[src/rtl/fetch_decode.sv]
// Single-issue fetch unit with RV32I decode.
// One outstanding memory fetch; decoded fields are held between issues.
module fetch_decode (
   input  logic        clk,
   input  logic        rst,
   input  logic        iq_full,
   input  logic        redirect,
   input  logic [31:0] redirect_pc,
   output logic        mem_req,
   output logic [31:0] mem_addr,
   input  logic        mem_ready,
   input  logic [31:0] mem_data,
   output logic [4:0]  op,
   output logic [4:0]  rs1,
   output logic [4:0]  rs2,
   output logic [4:0]  rd,
   output logic [31:0] imm,
   output logic        has_imm,
   output logic [31:0] pc_out,
   output logic        illegal
);

   typedef enum logic [1:0] {S_REQ, S_WAIT, S_ISSUE, S_DRAIN} state_t;
   localparam logic [4:0] OP_NONE = 5'b11111;

   state_t      state_q, state_d;
   logic [31:0] pc_q, pc_d, word_q, word_d, imm_q, imm_d, pc_out_q, pc_out_d;
   logic [4:0]  op_q, op_d, rs1_q, rs1_d, rs2_q, rs2_d, rd_q, rd_d;
   logic        mem_req_q, mem_req_d, has_imm_q, has_imm_d;
   logic        illegal_q, illegal_d;

   logic [6:0]  opc, f7;
   logic [2:0]  f3;
   logic [31:0] imm_i, imm_s, imm_b, imm_u, imm_j, imm_sh;
   logic [4:0]  dec_op, dec_rs1, dec_rs2, dec_rd;
   logic [31:0] dec_imm;
   logic        dec_has_imm, dec_ok;

   assign opc    = word_q[6:0];
   assign f3     = word_q[14:12];
   assign f7     = word_q[31:25];
   assign imm_i  = {{20{word_q[31]}}, word_q[31:20]};
   assign imm_s  = {{20{word_q[31]}}, word_q[31:25], word_q[11:7]};
   assign imm_b  = {{20{word_q[31]}}, word_q[7], word_q[30:25],
                    word_q[11:8], 1'b0};
   assign imm_u  = {word_q[31:12], 12'b0};
   assign imm_j  = {{12{word_q[31]}}, word_q[19:12], word_q[20],
                    word_q[30:21], 1'b0};
   assign imm_sh = {27'b0, word_q[24:20]};

   always_comb begin
      dec_ok      = 1'b1;
      dec_op      = OP_NONE;
      dec_rs1     = word_q[19:15];
      dec_rs2     = word_q[24:20];
      dec_rd      = word_q[11:7];
      dec_imm     = 32'b0;
      dec_has_imm = 1'b1;
      unique case (1'b1)
         opc == 7'b0110111, opc == 7'b0010111: begin
            dec_op  = (opc[5]) ? 5'd0 : 5'd1;
            dec_rs1 = 5'd0;
            dec_rs2 = 5'd0;
            dec_imm = imm_u;
         end
         opc == 7'b1101111: begin
            dec_op  = 5'd2;
            dec_rs1 = 5'd0;
            dec_rs2 = 5'd0;
            dec_imm = imm_j;
         end
         opc == 7'b1100111: begin
            dec_op  = 5'd3;
            dec_rs2 = 5'd0;
            dec_imm = imm_i;
            dec_ok  = (f3 == 3'd0);
         end
         opc == 7'b1100011: begin
            dec_rd  = 5'd0;
            dec_imm = imm_b;
            case (f3)
               3'd0:    dec_op = 5'd4;
               3'd1:    dec_op = 5'd5;
               3'd4:    dec_op = 5'd6;
               3'd5:    dec_op = 5'd7;
               3'd6:    dec_op = 5'd8;
               3'd7:    dec_op = 5'd9;
               default: dec_ok = 1'b0;
            endcase
         end
         opc == 7'b0000011: begin
            dec_rs2 = 5'd0;
            dec_imm = imm_i;
            case (f3)
               3'd0:    dec_op = 5'd10;
               3'd1:    dec_op = 5'd11;
               3'd2:    dec_op = 5'd12;
               3'd4:    dec_op = 5'd13;
               3'd5:    dec_op = 5'd14;
               default: dec_ok = 1'b0;
            endcase
         end
         opc == 7'b0100011: begin
            dec_rd  = 5'd0;
            dec_imm = imm_s;
            case (f3)
               3'd0:    dec_op = 5'd15;
               3'd1:    dec_op = 5'd16;
               3'd2:    dec_op = 5'd17;
               default: dec_ok = 1'b0;
            endcase
         end
         opc == 7'b0010011: begin
            dec_rs2 = 5'd0;
            dec_imm = imm_i;
            case (f3)
               3'd0: dec_op = 5'd18;
               3'd1: begin
                  dec_op  = 5'd20;
                  dec_imm = imm_sh;
                  dec_ok  = (f7 == 7'h00);
               end
               3'd2: dec_op = 5'd21;
               3'd3: dec_op = 5'd22;
               3'd4: dec_op = 5'd23;
               3'd5: begin
                  dec_op  = f7[5] ? 5'd25 : 5'd24;
                  dec_imm = imm_sh;
                  dec_ok  = (f7 == 7'h00) || (f7 == 7'h20);
               end
               3'd6: dec_op = 5'd26;
               default: dec_op = 5'd27;
            endcase
         end
         opc == 7'b0110011: begin
            dec_has_imm = 1'b0;
            if (f7 == 7'h00) begin
               case (f3)
                  3'd0: dec_op = 5'd18;
                  3'd1: dec_op = 5'd20;
                  3'd2: dec_op = 5'd21;
                  3'd3: dec_op = 5'd22;
                  3'd4: dec_op = 5'd23;
                  3'd5: dec_op = 5'd24;
                  3'd6: dec_op = 5'd26;
                  default: dec_op = 5'd27;
               endcase
            end else if (f7 == 7'h20 && f3 == 3'd0) begin
               dec_op = 5'd19;
            end else if (f7 == 7'h20 && f3 == 3'd5) begin
               dec_op = 5'd25;
            end else begin
               dec_ok = 1'b0;
            end
         end
         default: dec_ok = 1'b0;
      endcase
   end

   always_comb begin
      state_d   = state_q;
      pc_d      = pc_q;
      word_d    = word_q;
      op_d      = OP_NONE;
      rs1_d     = rs1_q;
      rs2_d     = rs2_q;
      rd_d      = rd_q;
      imm_d     = imm_q;
      has_imm_d = has_imm_q;
      pc_out_d  = pc_out_q;
      illegal_d = illegal_q;
      unique case (state_q)
         S_REQ: begin
            if (redirect) begin
               pc_d   = redirect_pc;
               word_d = 32'b0;
            end else begin
               state_d = S_WAIT;
            end
         end
         S_WAIT: begin
            if (redirect) begin
               pc_d    = redirect_pc;
               word_d  = 32'b0;
               state_d = mem_ready ? S_REQ : S_DRAIN;
            end else if (mem_ready) begin
               word_d  = mem_data;
               state_d = S_ISSUE;
            end
         end
         S_DRAIN: begin
            if (redirect) pc_d = redirect_pc;
            if (mem_ready) state_d = S_REQ;
         end
         S_ISSUE: begin
            if (redirect) begin
               pc_d    = redirect_pc;
               word_d  = 32'b0;
               state_d = S_REQ;
            end else if (!iq_full) begin
               pc_d    = pc_q + 32'd4;
               state_d = S_REQ;
               if (dec_ok) begin
                  op_d      = dec_op;
                  rs1_d     = dec_rs1;
                  rs2_d     = dec_rs2;
                  rd_d      = dec_rd;
                  imm_d     = dec_imm;
                  has_imm_d = dec_has_imm;
                  pc_out_d  = pc_q;
               end else begin
                  illegal_d = 1'b1;
               end
            end
         end
      endcase
      // request line follows the state it is entering, so it is glitch-free
      mem_req_d = (state_d == S_REQ) || (state_d == S_WAIT);
   end

   always_ff @(posedge clk) begin
      if (!rst) begin
         state_q   <= S_REQ;
         pc_q      <= 32'b0;
         word_q    <= 32'b0;
         mem_req_q <= 1'b0;
         op_q      <= OP_NONE;
         rs1_q     <= 5'b0;
         rs2_q     <= 5'b0;
         rd_q      <= 5'b0;
         imm_q     <= 32'b0;
         has_imm_q <= 1'b0;
         pc_out_q  <= 32'b0;
         illegal_q <= 1'b0;
      end else begin
         state_q   <= state_d;
         pc_q      <= pc_d;
         word_q    <= word_d;
         mem_req_q <= mem_req_d;
         op_q      <= op_d;
         rs1_q     <= rs1_d;
         rs2_q     <= rs2_d;
         rd_q      <= rd_d;
         imm_q     <= imm_d;
         has_imm_q <= has_imm_d;
         pc_out_q  <= pc_out_d;
         illegal_q <= illegal_d;
      end
   end

   assign mem_req  = mem_req_q;
   assign mem_addr = pc_q;
   assign op       = op_q;
   assign rs1      = rs1_q;
   assign rs2      = rs2_q;
   assign rd       = rd_q;
   assign imm      = imm_q;
   assign has_imm  = has_imm_q;
   assign pc_out   = pc_out_q;
   assign illegal  = illegal_q;

endmodule

[config.mk]
export PLATFORM = sky130hd
export DESIGN_NAME = fetch_decode
export DESIGN_NICKNAME = d
export VERILOG_FILES = /design/src/rtl/fetch_decode.sv
export SDC_FILE = /design/constraint.sdc
export NUM_CORES = 1
export LEC_CHECK = 0
export ABC_AREA = 1
export CORE_ASPECT_RATIO = 2
export CORE_UTILIZATION = 50
export CTS_CLUSTER_SIZE = 16
export DETAILED_ROUTE_END_ITERATION = 12
export GPL_TIMING_DRIVEN = 0
export HOLD_SLACK_MARGIN = 0.15
export PLACE_DENSITY_LB_ADDON = 0.3
export SYNTH_ARGS = -nofsm -noshare
export SYNTH_HDL_FRONTEND = slang
export SYNTH_SLANG_ARGS = --single-unit
export TNS_END_PERCENT = 30
[constraint.sdc]
create_clock -name clk -period 1.9 [get_ports clk]
set_input_delay 0.19 -clock clk [delete_from_list [all_inputs] [get_ports clk]]
set_output_delay 0.19 -clock clk [all_outputs]
set_load 0.02 [all_outputs]
; ---- Yosys cells after proc, flatten, opt, wreduce, memory -nomap -nowiden
; Index checks and enable logic that the tools add are counted.
[totals]
regBits = 153
input_bits = 69
[classes]
n_addsub = 1
n_eq_ne = 25
mux = 41
bitwise_logic = 5
reduce_logical = 25
[ops]
columns = op, count
row1 = 32-bit two-way mux, 7
row2 = 32-bit case mux with 6 select lines, 1
row3 = 32-bit case mux with 2 select lines, 2
row4 = 4-bit case mux with 7 select lines, 2
row5 = 5-bit case mux with 8 select lines, 1
row6 = "32-bit by 3-bit adder with 32-bit output, second input constant", 1
row7 = 5-bit case mux with 6 select lines, 1
row8 = "7-bit by 6-bit == test with 1-bit output, second input constant", 4
row9 = 5-bit case mux with 5 select lines, 1
row10 = "7-bit == test, second input constant", 3
row11 = 5-bit two-way mux, 4
row12 = 5-bit case mux with 3 select lines, 1
row13 = "7-bit by 5-bit == test with 1-bit output, second input constant", 2
row14 = 2-bit two-way mux, 7
row15 = "3-bit == test, second input constant", 4
row16 = 6-bit OR reduction, 2
row17 = 2-bit OR reduction, 5
row18 = 5-bit OR reduction, 2
row19 = 1-bit two-way mux, 9
row20 = 3-bit OR reduction, 3
row21 = 2-bit case mux with 4 select lines, 1
row22 = 4-bit AND reduction, 2
row23 = "7-bit by 2-bit == test with 1-bit output, second input constant", 1
row24 = 7-bit zero test, 1
row25 = 18 further kinds, 30

; ---- Depth between registers and ports, before layout
[logic_depth]
ltp_word = 8
ltp_mapped = 14
mapped_depth_nobuf = 13

; ---- Worst setup path after synthesis
; Ideal clock, no wire load.
[synth_timing]
path_kind = reg2reg
from = register pc_q[2], in the netlist mem_addr[2]
to = register pc_q[24], in the netlist mem_addr[24]
setup_ns = 0.119
arrival_time_ns = 1.757
setup_slack_ns = 0.024
stages_incl_launch_ff = 13
n_path_buf = 0
synth_period_minus_slack_ns = 1.876
path_cell_list = dfxtp_1 ha_1 nand2_1 inv_1 nand3_1 nor2_2 nand2_1 nor2_2 nand2_1 o21ai_0 nand3_1 inv_1 nor2_1
[synth_between]
elab_chain_cells = 4
[synth_rtl]
columns = element, line_no
row1 = start: declaration, 27  ; logic [31:0] pc_q, pc_d, word_q, word_d, imm_q, imm_d, pc_out_q, pc_out_d;
row2 = start signal: assignment, 237  ; pc_q <= pc_d;
row3 = 32-bit by 3-bit adder with 32-bit output, 201  ; pc_d = pc_q + 32'd4;
row4 = 32-bit two-way mux, 200  ; end else if (!iq_full) begin
row5 = 32-bit two-way mux, 196  ; if (redirect) begin
row6 = 32-bit case mux with 2 select lines, 172  ; unique case (state_q)
; No other way between the ends. The select of a mux whose other input is x is not followed.
; A chain may end at the register's enable or synchronous reset.

; ---- Worst setup path after layout
[layout_timing]
from = register word_q[31]
to = register imm_q[31], in the netlist imm[31]
[layout_between]
elab_chain_cells = 7
word_cells_on_any_way = 13
classes_between = eq/ne: 1 / mux: 7 / reduce/logical: 5
[layout_rtl]
columns = element, line_no
row1 = start: declaration, 27
row2 = start signal: assignment, 238  ; word_q <= word_d;
row3 = 7-bit by 6-bit == test with 1-bit output, "129, 148, 150"
row4 = 1-bit logical AND, 150  ; end else if (f7 == 7'h20 && f3 == 3'd5) begin
row5 = 1-bit two-way mux, 150
row6 = 1-bit two-way mux, 148  ; end else if (f7 == 7'h20 && f3 == 3'd0) begin
row7 = 1-bit two-way mux, 137  ; if (f7 == 7'h00) begin
row8 = 1-bit case mux with 7 select lines, 59  ; unique case (1'b1)
row9 = 4-bit AND reduction (no line), -
row10 = end signal: assignment, 244  ; imm_q <= imm_d;
row11 = end: declaration, 27
; Parallel ways exist; a longest one is shown, timed or not.

==> run summary <==
The startpoint identified for the worst register-to-register timing path is word_q[31]$_SDFFE_PN0P_. Data on the critical path is required at its endpoint by roughly 2.2 ns. The worst hold path begins at mem_data[24]. STA classifies the critical path endpoint as a register. The count of yosys warnings during synthesis is 0.

The area of the die came out at 0.0163 sq mm. The number of pins exceeding their max-slew limit in the final report is 0. The horizontal die dimension came out at 90.9 microns. The vias per cell is about 5.8. TritonCTS built the clock tree.

Of all flip-flops after synthesis, the portion carrying an async set or reset was 0%. Leaving out fill and tap cells, the most frequent cell in the layout is nand2_1. The signal on the critical path passes through nor2_1 -> nand2_1 -> nor2_4 -> nand2_2 -> a21oi_2 -> nor2_4 -> nand2_4 -> buf_12 -> buf_8 -> nand3_1 -> nand2_2 -> nor2_1. The worst register-to-register path has a setup slack of -0.05 ns. The number of nets in the layout is around 1500. The sink of the worst hold path is word_q[24]$_SDFFE_PN0P_. In this run the tightest slew margin relative to its limit is around a third. The power density over cell area came out at 702 mW/mm^2. The classification of the worst setup path is register to register. The post-route fraction of the period consumed by the critical path came out at 102%. Counting the buffers created by CTS gives 17. Setup repair after global routing could not meet its margin everywhere. The number of design rule violations left after detail routing came out at 0. The first-pass GRT wire length is 49.7 mm. For this block, the routed nets add up to 33.7 mm of wire. The latest clock arrival within the worst-skew pair is approximately 0.43 ns.

The transition at the pin with the smallest max-transition slack came out at 0.973 ns. The post-placement setup slack is -0.664 ns. The cell sitting at the root of the clock tree is a clkbuf_16. The xor-xnor portion of the synthesized cell area came out at 0%.

The aggregate global-route resource usage is 40.3%. The average routed wire per standard cell is about 20 microns. The final RePlAce weighted congestion came out at around 1.1. The vias after detailed routing is roughly 9600. The count of nets left with antenna violations once routing finished came out at 0. The number of synthesized register bits came out at between 150 and 200.

After synthesis, the largest family of logic cells by area is simple AND/OR/NAND/NOR gates. The worst path setup slack after routing is -0.0465 ns. From synthesis to final layout, the design area changed by 47.7%.

The repair_antennas step left the layout with diodes totalling 0. The cell count of the worst reg-to-reg path is 12. The number of iterations in the first detailed-routing pass came out at 5.

The critical path contains buffers and inverters numbering 2 combined. Entering global routing, the biggest net connects 17 pins. The share of synthesized cell area in and, or, nand and nor gates is between 30% and 40%. In this run, synthesis inferred 0 flip-flops with an integrated enable. The distinct cell type count of the synthesized netlist is 38. The checks that failed: negative setup slack.

The number of endpoints failing setup at the final stage is 13. In this run the static leakage power is 4.63 nW. Subtracting the final worst setup slack from the clock period gives approximately 1.9 ns. The combined area of all synthesized cells is 0.00791 sq mm. STA puts the critical path data arrival time at 2.27 ns. The post-synthesis mux area share came out at 0.127%.

The overall power consumption is 8.20 mW. On the critical path, the stage with the largest delay is an instance of dfxtp_1. For this block, the initial DRC count from the detailed router was 563. The synthesized instance count came out at 1195. The die boundary height came out at about 180 microns.

The total overflow left after global routing is 0. The part of the Yosys area used for sequential elements is 38.7%. The clock arrives with 0.00890 ns of skew. The largest single stage delay on the critical path is around 0.37 ns. CTS saw 153 sinks. The max-cap violation count came out at 0. The primary flip-flop cell chosen by synthesis mapping is dfxtp_1. The number of H-tree levels came out at 4. The filler-free cell count of the finished design came out at 1657. The total of hold buffers inserted after clock tree synthesis is 0. The cell row count is 64. The maximum clock insertion buffer count is 2. The adder-cell area share of the yosys netlist is 0.158%. The area of the core is 0.0154 sq mm. The highest ir drop seen on vdd is 0.647 mV. The cell total after placement came out at 1579. The count of endpoints failing hold in the final timing report is 0. The library cells used most frequently in the layout, excluding fill and tap cells, are nand2_1, clkdlybuf4s50_1, nor2_1, dfxtp_1, nand3_1. The compound-gate portion of the synthesized area is 16.7%. The worst setup path is launched from a register. The starting density of the core is 51.4%. The average size of a mapped cell came out at 6.62 sq um.

The flow ran to the end, but the final reports show violations. Static timing analysis puts the maximum clock frequency at 514 MHz. Cells with a size suffix above 1 make up 17.5% of the layout. The cell family contributing the most delay on the critical path is simple AND/OR/NAND/NOR gates. The initial antenna violation count is 0. The endpoint identified for the worst register-to-register timing path is imm[31]$_SDFFE_PN0P_. The number of nets in the synthesized netlist is 1265. The worst hold path cell count is 3. The via count of the first global-routing pass came out at 9376. The post-DP HPWL came out at 25.4 mm. In this run the worst hold path is classified as primary input to register. The final sum of negative setup slack is -0.210 ns. The biggest fanout along the worst timing path came out at 10. In this run the tool buffered the top-level ports with ~190 buffer cells. The clock-pin transition on the worst setup and hold timing paths came out at roughly 0.060 ns. 188 I/O pins were placed.
-- kinds of logic after synthesis --
group / after synthesis
flip-flops: 153
AO/OA/AOI/OAI: 231
multiplexers: 1
adder cells (fa/ha/maj): 1
buffers and inverters: 172
AND/OR/NAND/NOR: 637
-- cell usage after synthesis, types with 7 or more instances --
cell | n | share of area (%)
dfxtp_1 | 153 | 39
clkbuf_1 | 32 | 1.5
inv_2 | 7 | 0.33
inv_1 | 90 | 4.3
o21ai_0 | 32 | 2.0
o211ai_1 | 8 | 0.76
nand4_1 | 11 | 0.87
a21oi_1 | 137 | 8.7
buf_6 | 13 | 1.9
a211oi_1 | 29 | 2.8
nand2_1 | 267 | 13
nor3_1 | 17 | 1.1
nand3_1 | 137 | 8.7
nor2_1 | 181 | 8.6
buf_2 | 19 | 1.2
-- tightest hold or removal path, stage by stage --
cell and delay, ns:
clkdlybuf4s50_1 0.39, nand3_1 0.08, a21oi_1 0.06
-- power by group --
group          internal (mW)  leakage (nW)  switching [mW]
Sequential              3.32          1.25           0.134
Combinational          0.471          3.08           0.707
Clock                   2.10         0.301            1.48
Total                   5.89          4.63            2.32
-- registers in the layout (all words and copies together), names as in the netlist --
signal,cells
imm,32
mem_addr,32
pc_out,32
word_q,32
op,5
rd,5
rs1,5
rs2,5
state_q,2
has_imm,1
illegal,1
mem_req,1
-- routing by layer --
layer  global-route usage [%]  vias to the layer above  wire length, microns
li1                         -                     4466                     -
met1                     33.5                     4387                 10000
met2                     76.2                      519                 17900
met3                     7.57                      200                  2150
met4                     39.0                        0                  3640
met5                        0                        -                     0
-- per-stage QoR --
stage	util (%)	instance area [sq um]	hold WS, ns
3_5_place_dp	65.1	10000	0.468
3_3_place_gp	65.1	10000	0.459
4_1_cts	71.9	11100	0.324
6_report	76.0	11700	0.338
2_1_floorplan	-	7910	0.347
5_1_grt	76.0	11700	0.352
-- layout make-up --
cell class	count	area [sq um]
buffer	74	556
inverter	97	394
clock inverter	15	189
sequential	153	3100
clock buffer	17	425
timing repair buffer	232	2300
multi-input combinational	871	4470
fill	1230	3690
tap	198	248
-- worst max-delay path by stage --
stage                                        start                   endpoint  slack [ns]  depth (start not counted)
final                      word_q[31]$_SDFFE_PN0P_       imm[31]$_SDFFE_PN0P_       -0.05                         12
after CTS                   word_q[4]$_SDFFE_PN0P_           op[0]$_SDFF_PP1_       -0.05                         11
after floorplan           mem_addr[2]$_SDFFE_PN0P_  mem_addr[24]$_SDFFE_PN0P_        0.02                         12
after global placement       state_q[0]$_SDFF_PN0_       imm[31]$_SDFFE_PN0P_       -0.62                         10
after global routing       word_q[31]$_SDFFE_PN0P_       imm[31]$_SDFFE_PN0P_       -0.14                         12
after detailed placement     state_q[0]$_SDFF_PN0_       imm[31]$_SDFFE_PN0P_       -0.66                         10
-- what timing repair did --
item / in CTS / in global routing
endpoints found under the setup margin: 109 / 128
hold endpoints to repair: 0 / 0
buffers inserted: 15 / 29
pin swaps: 8 / 32
gates cloned: 1 / 2
gates resized for setup: 85 / 115
Power figures use the tool's default switching activity.
